[config.mk]
export PLATFORM = sky130hd
export DESIGN_NAME = pc_fetch_ctrl_flat
export DESIGN_NICKNAME = d
export VERILOG_FILES = /design/src/rtl/pc_fetch_ctrl_if.sv /design/src/rtl/pc_fetch_ctrl.sv /design/src/flat_wrapper.sv
export SDC_FILE = /design/constraint.sdc
export NUM_CORES = 1
export LEC_CHECK = 0
export CAP_MARGIN = 10
export CORE_AREA = 2 2 156 97
export CTS_BUF_LIST = sky130_fd_sc_hd__clkbuf_2 sky130_fd_sc_hd__clkbuf_4 sky130_fd_sc_hd__clkbuf_8
export DETAILED_ROUTE_END_ITERATION = 16
export DIE_AREA = 0 0 158 99
export PLACE_DENSITY_LB_ADDON = 0.15
export REMOVE_ABC_BUFFERS = 1
export SLEW_MARGIN = 20
export SYNTH_ARGS = -nofsm -noshare
export SYNTH_HDL_FRONTEND = slang
export SYNTH_SLANG_ARGS = --single-unit
[constraint.sdc]
create_clock -name clk -period 1.69 [get_ports clk]
set_input_delay 0.4225 -clock clk [delete_from_list [all_inputs] [get_ports clk]]
set_output_delay 0.4225 -clock clk [all_outputs]
set_load 0.03 [all_outputs]
[src/rtl/pc_fetch_ctrl_if.sv]
// Fetch-stage bundle: imem request/response, decode-side output buffer and redirect input.
// The master side is the fetch controller. The slave side is the imem/decode environment.
interface pc_fetch_ctrl_if;
  logic        redirect_valid;
  logic [31:0] redirect_pc;
  logic        imem_req_valid;
  logic [31:0] imem_req_addr;
  logic        imem_req_ready;
  logic        imem_rsp_valid;
  logic [31:0] imem_rsp_data;
  logic        if_valid;
  logic [31:0] if_pc;
  logic [31:0] if_instr;
  logic        if_ready;

  modport master (
    input  redirect_valid, redirect_pc, imem_req_ready, imem_rsp_valid, imem_rsp_data, if_ready,
    output imem_req_valid, imem_req_addr, if_valid, if_pc, if_instr
  );

  modport slave (
    output redirect_valid, redirect_pc, imem_req_ready, imem_rsp_valid, imem_rsp_data, if_ready,
    input  imem_req_valid, imem_req_addr, if_valid, if_pc, if_instr
  );
endinterface

[src/rtl/pc_fetch_ctrl.sv]
// Instruction-fetch front end: owns the PC and keeps one imem read in flight at most.
// It buffers {pc, instr} for decode and handles redirects by flushing and dropping stale reads.
module pc_fetch_ctrl #(
  parameter logic [31:0] RESET_PC = 32'h0000_0000,
  parameter logic [31:0] PC_STEP  = 32'd4
) (
  input logic            clk,
  input logic            rst_n,
  pc_fetch_ctrl_if.master f
);
  localparam logic [1:0] S_IDLE  = 2'd0;
  localparam logic [1:0] S_REQ   = 2'd1;
  localparam logic [1:0] S_WAIT  = 2'd2;
  localparam logic [1:0] S_DRAIN = 2'd3;

  logic [1:0]  state;
  logic [31:0] pc, req_pc;
  logic        if_valid_q;
  logic [31:0] if_pc_q, if_instr_q;
  logic        space, req_fire, redir;
  logic [31:0] redir_pc;

  // A request is offered only when the buffer can take its response. Because of that,
  // a response arriving in WAIT never finds the buffer occupied.
  assign space            = !if_valid_q || f.if_ready;
  assign f.imem_req_valid = (state == S_REQ) && space;
  assign f.imem_req_addr  = pc;
  assign req_fire         = f.imem_req_valid && f.imem_req_ready;
  assign redir            = f.redirect_valid && (state != S_IDLE);
  assign redir_pc         = {f.redirect_pc[31:2], 2'b00};

  assign f.if_valid = if_valid_q;
  assign f.if_pc    = if_pc_q;
  assign f.if_instr = if_instr_q;

  always_ff @(posedge clk or negedge rst_n) begin
    if (!rst_n) begin
      state      <= S_IDLE;
      pc         <= RESET_PC;
      req_pc     <= RESET_PC;
      if_valid_q <= 1'b0;
      if_pc_q    <= 32'h0;
      if_instr_q <= 32'h0;
    end else if (redir) begin
      // A redirect overrides both the increment and any response.
      // An accepted or outstanding read must still drain before the next request.
      pc         <= redir_pc;
      if_valid_q <= 1'b0;
      unique case (state)
        S_REQ:   state <= req_fire ? S_DRAIN : S_REQ;
        S_WAIT:  state <= f.imem_rsp_valid ? S_REQ : S_DRAIN;
        S_DRAIN: state <= f.imem_rsp_valid ? S_REQ : S_DRAIN;
        default: state <= S_REQ;
      endcase
    end else begin
      if (if_valid_q && f.if_ready) if_valid_q <= 1'b0;
      unique case (state)
        S_IDLE: state <= S_REQ;
        S_REQ: if (req_fire) begin
          req_pc <= pc;
          pc     <= pc + PC_STEP;
          state  <= S_WAIT;
        end
        S_WAIT: if (f.imem_rsp_valid) begin
          if_valid_q <= 1'b1;
          if_pc_q    <= req_pc;
          if_instr_q <= f.imem_rsp_data;
          state      <= S_REQ;
        end
        S_DRAIN: if (f.imem_rsp_valid) state <= S_REQ;
        default: state <= S_IDLE;
      endcase
    end
  end
endmodule

[src/flat_wrapper.sv]
// flat-port wrapper written by rule: the top's interface ports become plain ports
module pc_fetch_ctrl_flat 
#(
  parameter logic [31:0] RESET_PC = 32'h0000_0000,
  parameter logic [31:0] PC_STEP  = 32'd4
)
  (clk, rst_n, f_redirect_valid, f_redirect_pc, f_imem_req_ready, f_imem_rsp_valid, f_imem_rsp_data, f_if_ready, f_imem_req_valid, f_imem_req_addr, f_if_valid, f_if_pc, f_if_instr);
  pc_fetch_ctrl_if f_i ();
  input logic clk;
  input logic rst_n;
  input wire logic [$bits(f_i.redirect_valid)-1:0] f_redirect_valid;
  input wire logic [$bits(f_i.redirect_pc)-1:0] f_redirect_pc;
  input wire logic [$bits(f_i.imem_req_ready)-1:0] f_imem_req_ready;
  input wire logic [$bits(f_i.imem_rsp_valid)-1:0] f_imem_rsp_valid;
  input wire logic [$bits(f_i.imem_rsp_data)-1:0] f_imem_rsp_data;
  input wire logic [$bits(f_i.if_ready)-1:0] f_if_ready;
  output wire logic [$bits(f_i.imem_req_valid)-1:0] f_imem_req_valid;
  output wire logic [$bits(f_i.imem_req_addr)-1:0] f_imem_req_addr;
  output wire logic [$bits(f_i.if_valid)-1:0] f_if_valid;
  output wire logic [$bits(f_i.if_pc)-1:0] f_if_pc;
  output wire logic [$bits(f_i.if_instr)-1:0] f_if_instr;
  assign f_i.redirect_valid = f_redirect_valid;
  assign f_i.redirect_pc = f_redirect_pc;
  assign f_i.imem_req_ready = f_imem_req_ready;
  assign f_i.imem_rsp_valid = f_imem_rsp_valid;
  assign f_i.imem_rsp_data = f_imem_rsp_data;
  assign f_i.if_ready = f_if_ready;
  assign f_imem_req_valid = f_i.imem_req_valid;
  assign f_imem_req_addr = f_i.imem_req_addr;
  assign f_if_valid = f_i.if_valid;
  assign f_if_pc = f_i.if_pc;
  assign f_if_instr = f_i.if_instr;
  pc_fetch_ctrl #(.RESET_PC(RESET_PC), .PC_STEP(PC_STEP)) u_core (.clk(clk), .rst_n(rst_n), .f(f_i));
endmodule
Word-level counts from Yosys, hierarchy flattened
Cells that the tools add are included.

Memory bits (writable): 0. Memories: 0. Latch bits: 0. Bits in read-only memories: 0. Word-level logic and storage cells: 42. Register bits: 131.

$lt $le $gt $ge: 0. Reduce and logical (&&, ||, !) cells: 15. Mux-type cells: 14. Shift operators: 0. Eq/ne operators: 5. $mul: 0. Bitwise gates (word level): 1. Add/subtract/negate cells: 1. Div/mod/pow operators: 0.

Operators by type and width (count): $mux W32 (3); $add A32 B3 Y32 const B (1); $mux W2 (5); $ne A3 B1 Y1 const B (2); $pmux W2 S3 (1); $reduce_and A3 Y1 (2); $reduce_bool A2 Y1 (3); $eq A2 B2 Y1 const B (2); $logic_and A1 B1 Y1 (4); $mux W1 (4); $pmux W2 S2 (1); $reduce_and A2 Y1 (2); $eq A2 B1 Y1 const B (1); $logic_not A2 Y1 (1); $reduce_or A2 Y1 (1); $logic_not A1 Y1 (1); $logic_or A1 B1 Y1 (1); $not A1 Y1 (1).

Depth between registers and ports, before layout
Gate-level depths: netlist of run 1.

Depth in word-level cells: 7. Depth in mapped cells: 7. Mapped depth without buffers: 6.

Worst setup path after synthesis of run 1
No wires, ideal clock.

Path kind: register -> register. Start: reg u_core.pc[2] (netlist: u_core.f.imem_req_addr[2]). End: reg u_core.pc[20] (netlist: u_core.f.imem_req_addr[20]). Setup time: 0.137 ns. Buffers on the path: 1. Arrival: 1.753 ns. Slack: -0.200 ns. Clock period less this slack: 1.890 ns. Required time: 1.553 ns. Stages on the path, launching flop included: 8. Cells stage by stage: dfrtp_1 > ha_1 > and3_1 > nand3_1 > buf_2 > nor4_1 > xnor2_1 > a21oi_1.

Longest elaborated chain between the ends: 4.

Ends and longest elaborated chain: start, declared (line pc_fetch_ctrl.sv:17) `logic [31:0] pc, req_pc;`; start signal, assigned (line pc_fetch_ctrl.sv:47) `pc <= redir_pc;`; start signal, assigned (line pc_fetch_ctrl.sv:61) `pc <= pc + PC_STEP;`; $add A32 B3 Y32 (line pc_fetch_ctrl.sv:61); $mux W32 (line pc_fetch_ctrl.sv:59) `S_REQ: if (req_fire) begin`; $mux W32 (line pc_fetch_ctrl.sv:57) `unique case (state)`; $mux W32 (line pc_fetch_ctrl.sv:44) `end else if (redir) begin`.

No other way between the ends. The select of a mux whose other input is x is not followed. A chain may end at the register's enable or synchronous reset.

Worst setup path in the final report of run 1
Start: reg u_core.state[1]. End: out f_imem_req_valid.

Longest elaborated chain between the ends: 2.

Ends and longest elaborated chain: start, declared (line pc_fetch_ctrl.sv:16) `logic [1:0] state;`; start signal, assigned (line pc_fetch_ctrl.sv:50) `S_REQ: state <= req_fire ? S_DRAIN : S_REQ;`; start signal, assigned (line pc_fetch_ctrl.sv:51) `S_WAIT: state <= f.imem_rsp_valid ? S_REQ : S_DRAIN;`; start signal, assigned (line pc_fetch_ctrl.sv:52) `S_DRAIN: state <= f.imem_rsp_valid ? S_REQ : S_DRAIN;`; $eq A2 B1 Y1 (line pc_fetch_ctrl.sv:26) `assign f.imem_req_valid = (state == S_REQ) && space;`; $logic_and A1 B1 Y1 (line pc_fetch_ctrl.sv:26); end, declared (line flat_wrapper.sv:17) `output wire logic [$bits(f_i.imem_req_valid)-1:0] f_imem_req_valid;`.

No other way between the ends.

==> flow_summary.json, run 1 <==
{
  "ys_ff_latch": 125,
  "swShare_pct": 34.5,
  "finalWorstSetupSlack_ns": -0.0316,
  "p_int_mw": 7.94,
  "crit_path_end_kind": "primary output",
  "ys_warn_count": 0,
  "grt_pass1_vias": 4091,
  "vias": 3961,
  "fin_cells": 848,
  "synth.top_cells.by_area": "dfrtp_1 59%, mux2_2 20%, xnor2_1 3.6%, a21oi_1 2.5%, nor2_1 2.4%",
  "timing.hold.ws_ns": 0.463,
  "grt_usage_pct": 18.0,
  "synth_top_family_by_area": "multiplexers",
  "cts_buffer_depth": 2,
  "synth_edf_count": 0,
  "pwr_density_cell_nw_per_um2": 1450,
  "n_antenna_cell": 0,
  "filler_cell_count": 1232,
  "clk_pin_slew_worst_paths_ns": 0.07,
  "synth_top_area_share_pct": 58.9,
  "die_w_um": 158,
  "fin_setup_tns_ns": -0.0477,
  "yosys.area_share.xor_xnor_pct": 4.62,
  "layout_common_cells": "117 x dfrtp_1, 92 x mux2_2, 65 x clkdlybuf4s50_1",
  "numClockSinks": 125,
  "synthAdderAreaFrac_pct": 0.236,
  "leakagePower_nw": 3.81,
  "p_switching_mw": 4.19,
  "place_inst": 801,
  "start_kind": "register",
  "synthToLayoutAreaGrowth_pct": 57.1,
  "grt_max_degree": 47,
  "synthArstFlopShare_pct": 100,
  "cts_max_level": 4,
  "yosys.area_share.simple_pct": 10.8,
  "placementRows": 34,
  "avgSynthCellArea_um2": 12.9,
  "synthesis.area_um2": 5310,
  "status": "finished, violations left",
  "hpwlAfterDp_mm": 9.61,
  "drc": 0,
  "violations": "negative setup slack",
  "p_clk_share_pct": 26.3,
  "synth-seq-area-share_pct": 58.9,
  "drive_above_1_share_pct": 40.6,
  "hold_path.class": "input pin to register",
  "synth-compound-area-share_pct": 3.37,
  "clock-skew-final_ns": 0.0135,
  "drt_wl_total_mm": 14.2,
  "synth_cell_types": 38,
  "path_max_fanout": 2,
  "die-area_um2": 15600,
  "postRouteAntennaNets": 0,
  "vias_per_cell": 4.67,
  "total_power_mw": 12.1,
  "final_common_cell": "dfrtp_1",
  "synthMuxAreaShare_pct": 19.5,
  "grt_setup_unrepaired": "yes",
  "crit_type": "register to primary output",
  "cts_buffers": 17,
  "period_share_pct": 102,
  "ios": 168,
  "hold_viol_final": 0,
  "floorplan.core_area_um2": 14200,
  "fmax_ghz": 0.581,
  "grt_pass1_wl_mm": 21.5,
  "fin_crit_ns": 1.72,
  "worstPathRequired_ns": 1.27,
  "final_core_util_pct": 58.7,
  "grt_overflow": 0,
  "ir_worst_vdd_mv": 0.708,
  "setup_viol": 4,
  "syn_inst": 411,
  "slew_viol_final": 0,
  "antenna_found_initial": 0,
  "detail_route.iter0.violations": 131,
  "avgRoutedWirePerCell_um": 16.7,
  "power_frac_seq_pct": 37.5,
  "nets": 708,
  "start_util_pct": 37.4,
  "ys_dominant_reg_cell": "dfrtp_1",
  "synth_area_leader_cell": "dfrtp_1",
  "max-cap-violations": 0,
  "port_buffers": 161,
  "arrival_ns": 1.30,
  "tritoncts": "yes",
  "insertion_delay_ns": 0.42,
  "die_h_um": 99,
  "gp_congestion": 0.780,
  "cts_root_buffer": "clkbuf_8",
  "dr.pass1.iters": 4,
  "combPwrFrac_pct": 36.3
}
==> kinds of logic after synthesis <==
family	count (synthesis)
fa+ha+maj	1
buf+inv	25
compound gates	34
simple gates	105
xor+xnor	28
other cells	1
mux	92
flops	125
==> registers in the layout, indices dropped and copies added (netlist names) <==
signal / count
u_core.f.if_pc: 30
u_core.f.if_instr: 32
u_core.req_pc: 30
u_core.state: 2
u_core.f.imem_req_addr: 30
u_core.f.if_valid: 1
==> worst max-delay path: stages (launching register included) <==
cell and delay (ns):
dfrtp_1 0.38, and2b_1 0.22, and2_4 0.16, buf_6 0.12
==> power groups by stage <==
stage / registers, mW / clock network (mW) / logic [mW]
final: 4.55 / 3.19 / 4.40
after global routing: 4.70 / 3.41 / 4.66
after CTS: 4.55 / 3.26 / 4.33
after detailed placement: 4.62 / 0 / 4.70
after global placement: 4.58 / 0 / 4.64
after floorplan: 5.90 / 0 / 1.19
==> through the flow <==
stage               area [µm²]  setup WS [ns]
floorplan                 5200          -5.66
global placement          7550         -0.453
detailed placement        7550         -0.456
CTS                       8080        -0.0489
global route              8340         -0.107
finish                    8340        -0.0316
==> synthesized netlist by cell type (3+ instances only) <==
| cell type | n |
|---|---|
| dfrtp_1 | 125 |
| mux2_2 | 92 |
| nor2_1 | 34 |
| a21oi_1 | 27 |
| xnor2_1 | 22 |
| nand2_1 | 20 |
| buf_2 | 11 |
| and3_1 | 8 |
| nand3_1 | 7 |
| clkbuf_1 | 6 |
| nand4_1 | 6 |
| xor2_1 | 6 |
| nor3_1 | 5 |
| nor4_1 | 5 |
| buf_4 | 4 |
| nor4_2 | 4 |
| nand2b_1 | 3 |
==> worst paths after layout <==
check / start / to / slack, ns / depth (start not counted)
min reg2reg: u_core.req_pc[25] / u_core.req_pc[25] / 0.49 / 2
max reg2reg: u_core.f.imem_req_addr[2] / u_core.f.imem_req_addr[20] / -0.01 / 7
min in group asynchronous: rst_n / u_core.req_pc[4] / 0.48 / 2
max: u_core.state[1] / f_imem_req_valid / -0.03 / 3
max in group asynchronous: rst_n / u_core.f.imem_req_addr[6] / 0.67 / 3
min: f_if_ready / u_core.f.if_valid / 0.46 / 3
==> what timing repair did <==
action	CTS	global route
hold buffers	1	0
hold endpoints to repair	36	0
buffers inserted	3	7
pin swaps	2	24
setup endpoints to repair	106	105
resized for setup	153	58
gates cloned	0	4
==> routing by layer <==
metal  up-vias  part of all wire (%)  GRT usage, %
met3         2                   6.6          5.85
li1       1894                     -             -
met4         0                  0.28          3.95
met1      1956                    49          25.5
met5         -                     0             0
met2       109                    45          27.0
==> area by class of cell <==
cell class | instances | area [µm²] | area share [%]
sequential | 125 | 3140 | 37.6
multi-input combinational | 264 | 2300 | 27.6
timing repair buffer | 227 | 2160 | 25.9
clock buffer | 21 | 277 | 3.32
tap | 198 | 248 | 2.97
clock inverter | 11 | 213 | 2.55
inverter | 2 | 7.51 | 0.0900
No activity file was read; power rests on OpenSTA's default activity.
==> inputs of run 2 (changes only) <==
--- a/config.mk
+++ b/config.mk
@@ -6,10 +6,10 @@
 export NUM_CORES = 1
 export LEC_CHECK = 0
 export CAP_MARGIN = 10
-export CORE_AREA = 2 2 156 97
+export CORE_AREA = 2 2 170 105
 export CTS_BUF_LIST = sky130_fd_sc_hd__clkbuf_2 sky130_fd_sc_hd__clkbuf_4 sky130_fd_sc_hd__clkbuf_8
 export DETAILED_ROUTE_END_ITERATION = 16
-export DIE_AREA = 0 0 158 99
+export DIE_AREA = 0 0 172 107
 export PLACE_DENSITY_LB_ADDON = 0.15
 export REMOVE_ABC_BUFFERS = 1
 export SLEW_MARGIN = 20
==> flow_summary.json, run 2 (synthesis results as in run 1) <==
{
  "grt_overflow": 0,
  "placementRows": 37,
  "nets": 719,
  "n_antenna_cell": 0,
  "crit_path_end_kind": "primary output",
  "arrival_ns": 1.31,
  "swShare_pct": 36.7,
  "final_common_cell": "dfrtp_1",
  "period_share_pct": 103,
  "pre_cts_ws_ns": -0.437,
  "grt_pass1_vias": 4168,
  "die_h_um": 107,
  "cts_root_buffer": "clkbuf_8",
  "slew_viol_final": 0,
  "grt_pass1_wl_mm": 22.8,
  "vias_per_cell": 4.53,
  "slowest_stage": "dfrtp_1",
  "leakagePower_nw": 3.83,
  "synthToLayoutAreaGrowth_pct": 60.0,
  "power_frac_seq_pct": 38.1,
  "pwr_density_cell_nw_per_um2": 1410,
  "status": "finished, violations left",
  "grt_usage_pct": 16.3,
  "grt_setup_unrepaired": "yes",
  "tritoncts": "yes",
  "antenna_found_initial": 0,
  "detail_route.iter0.violations": 151,
  "floorplan.core_area_um2": 16900,
  "gp_congestion": 0.750,
  "combPwrFrac_pct": 37.9,
  "die_w_um": 172,
  "numClockSinks": 125,
  "timing.hold.ws_ns": 0.488,
  "hpwlAfterDp_mm": 10.5,
  "place_inst": 845,
  "insertion_delay_ns": 0.44,
  "p_int_mw": 7.56,
  "cts_max_level": 4,
  "worstPathRequired_ns": 1.27,
  "cp_cell_sequence": "and2b_2, and2_4, buf_6",
  "dr.pass1.iters": 4,
  "start_kind": "register",
  "layout_common_cells": "117 x dfrtp_1, 82 x mux2_2, 66 x clkdlybuf4s50_1",
  "fin_cells": 895,
  "fin_crit_ns": 1.74,
  "violations": "negative setup slack",
  "cts_buffers": 17,
  "clk_pin_slew_worst_paths_ns": 0.08,
  "vias": 4051,
  "crit_type": "register to primary output",
  "p_clk_share_pct": 24.0,
  "hold_path.class": "input pin to async pin",
  "path_max_fanout": 3,
  "crit_buf_inv": 1,
  "p_switching_mw": 4.38,
  "rrSetupSlack_ns": -0.04,
  "clock-skew-final_ns": 0.0139,
  "fmax_ghz": 0.576,
  "crit_family": "flip-flops",
  "drc": 0,
  "setup_viol": 41,
  "hold_viol_final": 0,
  "drive_above_1_share_pct": 41.1,
  "grt_max_degree": 48,
  "ios": 168,
  "fin_setup_tns_ns": -0.746,
  "finalWorstSetupSlack_ns": -0.0469,
  "cts_buffer_depth": 2,
  "max-cap-violations": 0,
  "start_util_pct": 31.5,
  "ir_worst_vdd_mv": 0.704,
  "avgRoutedWirePerCell_um": 16.7,
  "drt_wl_total_mm": 15.0,
  "largest_reg_flops": 32,
  "postRouteAntennaNets": 0,
  "total_power_mw": 11.9,
  "cpPeakStageDelay_ns": 0.39,
  "port_buffers": 161,
  "die-area_um2": 18400
}
-- run 2: cell types whose count changed in the layout (fill, tap and decap cells not counted), moves of 3 or more --
cell and delta:
and3_4 -3, buf_12 +4, buf_4 +12, bufinv_16 -3, clkbuf_2 -7, clkdlybuf4s15_1 +6
clkinv_4 +5, dlygate4sd2_1 -7, mux2_2 -10, mux2_4 +10
-- run 2: layer usage --
layer	track usage (%)	part of all wire, %	vias up
met4	4.86	0.95	0
met2	23.6	43	100
met3	5.06	6.1	13
met5	0	0	-
met1	23.4	50	2021
li1	-	-	1917
-- run 2: area by class of cell --
class	instances	area, µm²
well taps	234	293
inverters	2	7.51
fillers	1540	8360
clock buffers	18	248
multi-input cells	264	2290
flip-flops and latches	125	3140
repair buffers	238	2330
clock inverters	14	185
-- run 2: what timing repair did --
item                       in CTS  in global routing
gates resized for setup       146                 55
buffers inserted                6                  9
setup endpoints to repair     127                100
pin swaps                       7                 14
hold endpoints to repair       44                  0
hold buffers                    1                  0
gates cloned                    0                  3
-- run 2: path summary, 6_finish.rpt --
kind                                   start                     to  cells after the start
min in group clk           u_core.req_pc[25]      u_core.req_pc[25]                      2
setup reg to reg             u_core.state[0]     u_core.f.if_pc[28]                      5
setup / recovery             u_core.state[0]       f_imem_req_valid                      3
hold reg to reg            u_core.req_pc[25]      u_core.req_pc[25]                      2
hold / removal                         rst_n  u_core.f.if_instr[18]                      2
max in group asynchronous              rst_n      u_core.req_pc[10]                      3
-- run 2: power by group through the flow --
| stage | registers [mW] | logic, mW | clock network [mW] |
|---|---|---|---|
| after CTS | 4.55 | 4.43 | 2.95 |
| final | 4.55 | 4.53 | 2.86 |
| after global placement | 4.59 | 4.72 | 0 |
| after floorplan | 5.90 | 1.19 | 0 |
| after detailed placement | 4.63 | 4.77 | 0 |
| after global routing | 4.70 | 4.80 | 3.09 |
-- run 2: through the flow --
stage / util (%) / area, µm²
2_1_floorplan: - / 5200
3_3_place_gp: 45.8 / 7720
3_5_place_dp: 45.8 / 7720
4_1_cts: 48.8 / 8220
5_1_grt: 50.4 / 8490
6_report: 50.4 / 8490
==> inputs of run 3 (changes only) <==
--- a/config.mk
+++ b/config.mk
@@ -6,10 +6,10 @@
 export NUM_CORES = 1
 export LEC_CHECK = 0
 export CAP_MARGIN = 10
-export CORE_AREA = 2 2 170 105
+export CORE_AREA = 2 2 147 92
 export CTS_BUF_LIST = sky130_fd_sc_hd__clkbuf_2 sky130_fd_sc_hd__clkbuf_4 sky130_fd_sc_hd__clkbuf_8
 export DETAILED_ROUTE_END_ITERATION = 16
-export DIE_AREA = 0 0 172 107
+export DIE_AREA = 0 0 149 94
 export PLACE_DENSITY_LB_ADDON = 0.15
 export REMOVE_ABC_BUFFERS = 1
 export SLEW_MARGIN = 20
==> flow_summary.json, run 3 (synthesis results as in run 1) <==
{
  "status": "finished, violations left",
  "violations": "negative setup slack",
  "power_frac_seq_pct": 37.7,
  "synthToLayoutAreaGrowth_pct": 63.7,
  "layout_common_cells": "115 x dfrtp_1, 66 x clkdlybuf4s50_1, 61 x buf_4",
  "drc": 0,
  "port_buffers": 161,
  "placed_area_um2": 7520,
  "start_util_pct": 42.2,
  "n_antenna_cell": 0,
  "crit_family": "flip-flops",
  "r2r_start": "u_core.state[0]",
  "cts_buffers": 17,
  "cts_max_level": 4,
  "cpPeakStageDelay_ns": 0.41,
  "crit_path_end_kind": "primary output",
  "die_w_um": 149,
  "crit_buf_inv": 1,
  "ios": 168,
  "floorplan.core_area_um2": 12600,
  "tritoncts": "yes",
  "start_kind": "register",
  "finalWorstSetupSlack_ns": -0.0853,
  "period_share_pct": 105,
  "cts_buffer_depth": 2,
  "postRouteAntennaNets": 0,
  "hold_viol_final": 0,
  "final_common_cell": "dfrtp_1",
  "detail_route.iter0.violations": 206,
  "fin_crit_ns": 1.78,
  "max-cap-violations": 0,
  "grt_setup_unrepaired": "yes",
  "timing.hold.ws_ns": 0.423,
  "cts_root_buffer": "clkbuf_8",
  "hpwlAfterDp_mm": 9.52,
  "place_inst": 773,
  "die-area_um2": 14000,
  "antenna_found_initial": 0,
  "drt_wl_total_mm": 15.6,
  "leakagePower_nw": 3.97,
  "grt_max_degree": 33,
  "cp_cell_sequence": "and2b_2, and2_4, buf_6",
  "pwr_density_cell_nw_per_um2": 1400,
  "multiInputGateArea_um2": 2460,
  "combPwrFrac_pct": 39.3,
  "grt_pass1_vias": 4077,
  "insertion_delay_ns": 0.44,
  "gp_congestion": 0.855,
  "dr.pass1.iters": 6,
  "final_core_util_pct": 69.1,
  "worstPathRequired_ns": 1.27,
  "arrival_ns": 1.35,
  "r2r_cells": 5,
  "fin_cells": 841,
  "worstReg2RegEnd": "u_core.f.if_instr[3]",
  "path_max_fanout": 4,
  "clk_pin_slew_worst_paths_ns": 0.08,
  "p_switching_mw": 4.39,
  "p_int_mw": 7.81,
  "avgRoutedWirePerCell_um": 18.6,
  "largest_reg_flops": 32,
  "swShare_pct": 36.0,
  "die_h_um": 94,
  "setup_viol": 45,
  "slew_viol_final": 0,
  "grt_usage_pct": 20.2,
  "numClockSinks": 125,
  "fmax_ghz": 0.563,
  "vias": 4165,
  "drive_above_1_share_pct": 42.5,
  "filler_cell_count": 949,
  "crit_type": "register to primary output",
  "rrSetupSlack_ns": -0.08,
  "ir_worst_vdd_mv": 0.876,
  "vias_per_cell": 4.95,
  "clock-skew-final_ns": 0.0112,
  "p_clk_share_pct": 23.0,
  "grt_overflow": 0,
  "nets": 729,
  "grt_pass1_wl_mm": 21.5,
  "fin_setup_tns_ns": -1.42,
  "slowest_stage": "dfrtp_2",
  "final_cell_area_um2": 8690,
  "placementRows": 32,
  "seqCellArea_um2": 3140,
  "hold_path.class": "input pin to async pin"
}
==> run 3: changes by cell type in the layout (fill, tap and decap cells not counted), moves of 3 or more <==
cell             delta
buf_12              -3
buf_6               +6
clkbuf_16           +4
clkbuf_2            +6
clkdlybuf4s15_1     -3
dlygate4sd2_1       +4
mux2_2             -37
mux2_4             +37
==> run 3: power by group through the flow <==
| stage | clock network, mW | logic, mW | registers [mW] |
|---|---|---|---|
| after floorplan | 0 | 1.19 | 5.90 |
| after global placement | 0 | 4.62 | 4.59 |
| after detailed placement | 0 | 4.69 | 4.63 |
| after CTS | 2.85 | 4.32 | 4.55 |
| after global routing | 3.00 | 5.06 | 4.73 |
| final | 2.81 | 4.79 | 4.59 |
==> run 3: final cells by class <==
type / count / share of cell area (%)
Tap cell: 170 / 2.45
Clock inverter: 12 / 1.87
Clock buffer: 20 / 3.10
Inverter: 2 / 0.0864
Timing Repair Buffer: 247 / 28.0
Multi-Input combinational cell: 265 / 28.4
Sequential cell: 125 / 36.1
==> run 3: worst max path at each step <==
stage | startpoint | end | slack (ns) | cells after the start
after global placement | f_if_ready | u_core.f.imem_req_addr[31] | -0.41 | 7
after floorplan | f_redirect_valid | u_core.f.if_instr[0] | -5.66 | 2
final | u_core.state[0] | f_imem_req_valid | -0.09 | 3
after CTS | f_if_ready | f_imem_req_valid | -0.13 | 4
after detailed placement | f_if_ready | u_core.f.imem_req_addr[31] | -0.52 | 7
after global routing | u_core.state[0] | f_imem_req_valid | -0.13 | 3
==> run 3: repair_timing <==
item | in CTS | in global routing
gates resized for setup | 154 | 110
hold buffers | 1 | 0
hold endpoints to repair | 27 | 0
gates cloned | 1 | 9
endpoints found under the setup margin | 126 | 118
pin swaps | 1 | 28
setup buffers | 4 | 22
==> run 3: per-stage QoR <==
step / power [mW] / worst slack, ns
global placement: 9.21 / -0.414
global route: 12.8 / -0.130
finish: 12.2 / -0.0853
CTS: 11.7 / -0.130
detailed placement: 9.32 / -0.525
floorplan: 7.08 / -5.66
==> run 3: routing by layer <==
layer	share of wire, %	global-route usage (%)	wire length (µm)	vias up
met5	0	0	0	-
met3	5.4	6.12	845	11
met2	46	30.8	7180	102
li1	-	-	-	1936
met1	48	28.0	7490	2116
met4	0.80	5.95	125	0
